===== config.mk =====
export PLATFORM = sky130hd
export DESIGN_NAME = snake_move_scheduler
export DESIGN_NICKNAME = d
export VERILOG_FILES = /design/src/rtl/snake_move_scheduler.sv
export SDC_FILE = /design/constraint.sdc
export NUM_CORES = 1
export LEC_CHECK = 0
export CAP_MARGIN = 20
export CORE_ASPECT_RATIO = 0.7
export CORE_MARGIN = 2
export CORE_UTILIZATION = 44
export CTS_BUF_LIST = sky130_fd_sc_hd__clkbuf_8
export DETAILED_ROUTE_END_ITERATION = 10
export GPL_TIMING_DRIVEN = 0
export PLACE_DENSITY_LB_ADDON = 0.12
export SKIP_CTS_REPAIR_TIMING = 1
export SYNTH_ARGS = -nofsm -noshare
export SYNTH_HDL_FRONTEND = slang
export SYNTH_SLANG_ARGS = --single-unit
export TNS_END_PERCENT = 30

===== constraint.sdc =====
create_clock -name clk_25MHz -period 4.55 [get_ports clk_25MHz]
set_clock_uncertainty 0.05 [all_clocks]
set_input_delay 1.365 -clock clk_25MHz [delete_from_list [all_inputs] [get_ports clk_25MHz]]
set_output_delay 1.365 -clock clk_25MHz [all_outputs]
set_load 0.01 [all_outputs]

===== src/rtl/snake_move_scheduler.sv =====
// Snake game scheduler: start/run/over FSM, frame-paced steps, turn FIFO.
// Optional pause state is built in when SNAKE_PAUSE_EN is defined.
module snake_move_scheduler #(
  parameter int BASE_FRAMES   = 8,
  parameter int MIN_FRAMES    = 2,
  parameter int SPEEDUP_SHIFT = 2
) (
  input  logic        clk_25MHz,
  input  logic        reset,
  input  logic        key_up,
  input  logic        key_down,
  input  logic        key_left,
  input  logic        key_right,
  input  logic        key_pause,
  input  logic        frame_tick,
  input  logic [6:0]  score,
  input  logic        step_ack,
  input  logic        collision,
  output logic        step_req,
  output logic [1:0]  step_dir,
  output logic        clear_pulse,
  output logic [1:0]  phase,
  output logic [15:0] step_count
);

  typedef enum logic [2:0] {
    S_IDLE = 3'd0,
    S_RUN  = 3'd1,
    S_STEP = 3'd2,
    S_OVER = 3'd3
`ifdef SNAKE_PAUSE_EN
    , S_PAUSE = 3'd4
`endif
  } state_e;

  state_e state_q, state_d;

  logic [3:0] key_in, key_q, edge_w;
  logic       armed_q;
  logic       arrow, pause_ev, launch, ack;
  logic [1:0] cand, ref_dir;
  logic [6:0] sh;
  logic [7:0] period;

  logic [7:0]      fcnt_q, fcnt_d, period_q, period_d;
  logic [1:0]      cur_q, cur_d, cnt_q, cnt_d;
  logic [1:0][1:0] fifo_q, fifo_d;
  logic [15:0]     steps_q, steps_d;
  logic            clear_q, clear_d;

  assign key_in = {key_right, key_left, key_down, key_up};
  // Keys held across reset release must not count as presses.
  assign edge_w = key_in & ~key_q & {4{armed_q}};
  assign arrow  = |edge_w;

`ifdef SNAKE_PAUSE_EN
  logic kp_q, pend_q, pend_d;
  assign pause_ev = key_pause & ~kp_q & armed_q;
`else
  logic unused_pause;
  assign unused_pause = key_pause;
  assign pause_ev     = 1'b0;
`endif

  always_comb begin
    cand = 2'b11;
    if (edge_w[0])      cand = 2'b00;
    else if (edge_w[1]) cand = 2'b01;
    else if (edge_w[2]) cand = 2'b10;
  end

  assign sh = score >> SPEEDUP_SHIFT;
  always_comb begin
    if ({1'b0, sh} >= 8'(BASE_FRAMES - MIN_FRAMES))
      period = 8'(MIN_FRAMES);
    else
      period = 8'(BASE_FRAMES) - {1'b0, sh};
  end

  assign launch = (state_q == S_RUN) && frame_tick &&
                  (fcnt_q == period_q - 8'd1);
  assign ack    = (state_q == S_STEP) && step_ack;

  always_ff @(posedge clk_25MHz or posedge reset) begin
    if (reset) state_q <= S_IDLE;
    else       state_q <= state_d;
  end

  always_comb begin
    state_d = state_q;
    unique case (state_q)
      S_IDLE: if (arrow) state_d = S_RUN;
      S_RUN: begin
        if (launch)        state_d = S_STEP;
`ifdef SNAKE_PAUSE_EN
        else if (pause_ev) state_d = S_PAUSE;
`endif
      end
      S_STEP: begin
        if (ack) begin
          if (collision) state_d = S_OVER;
`ifdef SNAKE_PAUSE_EN
          else if (pend_q || pause_ev) state_d = S_PAUSE;
`endif
          else state_d = S_RUN;
        end
      end
      S_OVER: if (arrow) state_d = S_IDLE;
`ifdef SNAKE_PAUSE_EN
      S_PAUSE: if (pause_ev) state_d = S_RUN;
`endif
      default: state_d = S_IDLE;
    endcase
  end

  always_comb begin
    step_req    = (state_q == S_STEP);
    step_dir    = cur_q;
    clear_pulse = clear_q;
    step_count  = steps_q;
    unique case (state_q)
      S_RUN, S_STEP: phase = 2'b01;
      S_OVER:        phase = 2'b11;
`ifdef SNAKE_PAUSE_EN
      S_PAUSE:       phase = 2'b10;
`endif
      default:       phase = 2'b00;
    endcase
  end

  always_comb begin
    fcnt_d   = fcnt_q;
    period_d = period_q;
    cur_d    = cur_q;
    fifo_d   = fifo_q;
    cnt_d    = cnt_q;
    steps_d  = steps_q;
    clear_d  = 1'b0;
    if (state_q == S_IDLE && arrow) begin
      clear_d  = 1'b1;
      fcnt_d   = '0;
      period_d = period;
      cur_d    = 2'b11;
      cnt_d    = '0;
      steps_d  = '0;
    end
    if (state_q == S_RUN && frame_tick) begin
      if (launch) begin
        fcnt_d   = '0;
        period_d = period;
        if (cnt_q != 2'd0) begin
          cur_d     = fifo_q[0];
          fifo_d[0] = fifo_q[1];
          cnt_d     = cnt_q - 2'd1;
        end
      end else begin
        fcnt_d = fcnt_q + 8'd1;
      end
    end
    if (ack && !collision && steps_q != 16'hFFFF)
      steps_d = steps_q + 16'd1;
    // Compare against the post-pop tail so a same-cycle pop frees a slot.
    if (cnt_d == 2'd0)      ref_dir = cur_d;
    else if (cnt_d == 2'd2) ref_dir = fifo_d[1];
    else                    ref_dir = fifo_d[0];
    if ((state_q == S_RUN || state_q == S_STEP) && arrow &&
        cnt_d != 2'd2 && cand != ref_dir &&
        (cand ^ ref_dir) != 2'b01) begin
      fifo_d[cnt_d[0]] = cand;
      cnt_d            = cnt_d + 2'd1;
    end
  end

  always_ff @(posedge clk_25MHz or posedge reset) begin
    if (reset) begin
      key_q    <= '0;
      armed_q  <= 1'b0;
      fcnt_q   <= '0;
      period_q <= 8'(BASE_FRAMES);
      cur_q    <= 2'b11;
      fifo_q   <= '0;
      cnt_q    <= '0;
      steps_q  <= '0;
      clear_q  <= 1'b0;
    end else begin
      key_q    <= key_in;
      armed_q  <= 1'b1;
      fcnt_q   <= fcnt_d;
      period_q <= period_d;
      cur_q    <= cur_d;
      fifo_q   <= fifo_d;
      cnt_q    <= cnt_d;
      steps_q  <= steps_d;
      clear_q  <= clear_d;
    end
  end

`ifdef SNAKE_PAUSE_EN
  always_comb begin
    pend_d = pend_q;
    if (state_q == S_STEP && pause_ev) pend_d = 1'b1;
    if (ack || state_q == S_IDLE)      pend_d = 1'b0;
  end

  always_ff @(posedge clk_25MHz or posedge reset) begin
    if (reset) begin
      kp_q   <= 1'b0;
      pend_q <= 1'b0;
    end else begin
      kp_q   <= key_pause;
      pend_q <= pend_d;
    end
  end
`endif

endmodule


==> out/qor.csv <==
metric,value,unit
arrival,4.42,ns
worst-path-buf-inv,3,
fin_util,55.4,%
grt.busiest_layer,met1,
crit_path_start_kind,input port,
core_area,6220,um2
initial_core_util,45.4,%
cp_top_family,simple AND/OR/NAND/NOR gates,
hold_class,reg -> reg,
die_w,99.7,um
syn_inst,313,
drt_iter0_drc,126,
grt_usage,18.5,%
clockBufferDepth,2,
synthArstFlopShare,100,%
synthesis.nets,343,
pin_count,39,
rr_endpoint,fifo_q[3],
grt_pass1_wl,10.5,mm
row_count,24,
cts_tree,yes,
ant_nets,0,
finalHoldViolations,0,
hold_start,step_count[2],
timing.setup.tns,0,ns
fillers,581,
htreeDepth,2,
die_area,7080,um2
areaGrowthSynthToFinish,22.0,%
final_common_cell,dfrtp_1,
reg2reg_slack,0.81,ns
num_vias,2391,
antenna_found_initial,0,
whs_path_depth,1,
crit_fanout,10,
r2r_start,period_q[0],
ys_seq_elements,48,
max-cap-violations,0,
grtUsageMet1,27.9,%
clk_latency,0.32,ns
worstPathCellList,clkdlybuf4s50_1 -> nor2b_1 -> o21ai_2 -> nand2_1 -> nand2_1 -> buf_4 -> and2_4 -> a22o_4 -> inv_1 -> ha_1 -> o21ai_0 -> a22oi_2 -> or2_4 -> mux2i_2 -> ha_2 -> nor2_1 -> a21oi_1,
cp_data_required_time,4.74,ns
drive_above_1_share,11.2,%
grt_max_degree,40,
rsz0062_at_grt,no,
antenna_cells,0,
synth_area,2820,um2
clk_pin_slew,0.10,ns
use_met2,27.0,%
post-dp-hpwl,4.44,mm
hold_ws,0.479,ns
p_leak,1.55,nW
met3_usage,3.66,%
cpMostUsedCell,nand2_1,
fmax,236,MHz
die_h,71.0,um
cellPowerDensity,494,nW/um2
drv_slew,0,
first_global_vias,2205,
ys_dominant_reg_cell,dfrtp_1,
status,finished clean,
setup_viol,0,
cts_buffers,5,
ys_warn_count,0,
vias_per_cell,5.50,
cts_root_buffer,clkbuf_8,
layout_min_cycle_time,4.23,ns
cp.depth,17,
io_buffers,35,
wire_per_inst,14.0,um
routed_wl,6.08,mm
criticalPathCategory,in -> reg,
holdPathEnd,step_count[2],
mostFrequentLayoutCells,"45 x dfrtp_1, 43 x o21ai_0, 39 x nand2_1",
critPathLaunch,key_down,
netlist-cell-type-count,54,
clkSinkCount,48,
fin_crit_sh,93.1,%
endpoint_kind,register,
drt_pre_antenna_iters,4,
finalPower,1.70,mW
ir_drop,0.259,mV
nets,386,
ff2ff_path_depth,17,
yosysSeqAreaShare,42.7,%
synth_edf_count,0,
place.gp.congestion,0.840,
drcViolationCount,0,
grt_remaining_overflow,0,
avgSynthCellArea,9.02,um2
slowest_stage,clkdlybuf4s50_1,
cpPeakStageDelay,0.46,ns
-- layout make-up --
type | count | area [um2] | share of cell area [%]
clock inverter | 3 | 42.5 | 1.24
sequential | 48 | 1200 | 35.0
tap | 78 | 97.6 | 2.83
inverter | 14 | 52.6 | 1.53
clock buffer | 5 | 68.8 | 2.00
multi-input combinational | 244 | 1560 | 45.4
timing repair buffer | 38 | 385 | 11.2
buffer | 5 | 30.0 | 0.872
-- synth_stat cells, types with 2 or more instances --
master / instances / area, um2
and2_1: 2 / 12.5
xnor2_1: 3 / 26.3
dfstp_2: 3 / 78.8
nand3_1: 15 / 75.1
dfrtp_1: 45 / 1130
nor3_1: 6 / 30.0
mux2i_1: 2 / 20.0
a31oi_1: 3 / 18.8
and3_1: 14 / 87.6
nor2b_1: 9 / 56.3
xor2_1: 9 / 78.8
o22ai_1: 2 / 12.5
nor2_1: 28 / 105
o21a_1: 2 / 15.0
or3_1: 2 / 12.5
a22o_1: 2 / 17.5
o31ai_1: 5 / 37.5
inv_1: 14 / 52.6
o21ai_0: 45 / 225
nand2_1: 39 / 146
a21oi_1: 8 / 40.0
ha_1: 13 / 163
and3_2: 6 / 45.0
clkbuf_1: 6 / 22.5
-- report_power, final --
part           internal [mW]  switching, mW  total, mW
clock network          0.163          0.153      0.316
registers              0.502         0.0775      0.579
logic                  0.361          0.444      0.805
-- routing by layer --
layer	up-vias	wire length, um
li1	1203	-
met1	1122	3110
met2	58	2600
met3	8	303
met4	0	65
met5	-	0
-- how the worst max path moves through the flow --
stage / slack (ns) / end
4_1_cts: -0.59 / fifo_q[3]
3_5_place_dp: -0.90 / fifo_q[3]
2_1_floorplan: 0.20 / cnt_q[1]
5_1_grt: 0.008 / fifo_q[3]
3_3_place_gp: -0.92 / fifo_q[3]
6_report: 0.32 / fifo_q[3]
-- flip-flops by register name (all words and copies together), names as in the netlist --
register     count
period_q         8
armed_q          1
fifo_q           4
state_q          2
fcnt_q           8
step_count      16
key_q            4
step_dir         2
clear_pulse      1
cnt_q            2
-- through the flow --
| stage | cell area, um2 | cells | setup slack [ns] |
|---|---|---|---|
| after global placement | 3270 | 426 | -0.918 |
| after floorplan | 2820 | 313 | 0.197 |
| after detailed placement | 3290 | 427 | -0.897 |
| after CTS | 3400 | 435 | -0.591 |
| final | 3440 | 435 | 0.316 |
| after global routing | 3440 | 435 | 0.00760 |
-- worst register-to-register path, cell delays in order (launching register included) --
cell and delay, ns:
dfrtp_1 0.46, inv_1 0.09, ha_1 0.25, and3b_2 0.20, o21ai_0 0.12, a211oi_4 0.34, o2111ai_4 0.24, and2_4 0.26
a22o_4 0.27, inv_1 0.09, ha_1 0.19, o21ai_0 0.12, a22oi_2 0.18, or2_4 0.18, mux2i_2 0.24, ha_2 0.24
nor2_1 0.05, a21oi_1 0.10
-- logic make-up after synthesis --
kind of cell	synth area share, %
AOI/OAI and AO/OA	19.2
xor gates and xnor gates	3.72
adders and majority gates	5.76
buffers and inverters	3.06
DFF	42.7
muxes	1.99
other	0.133
and+or+nand+nor	23.4
Power figures use the tool's default switching activity.
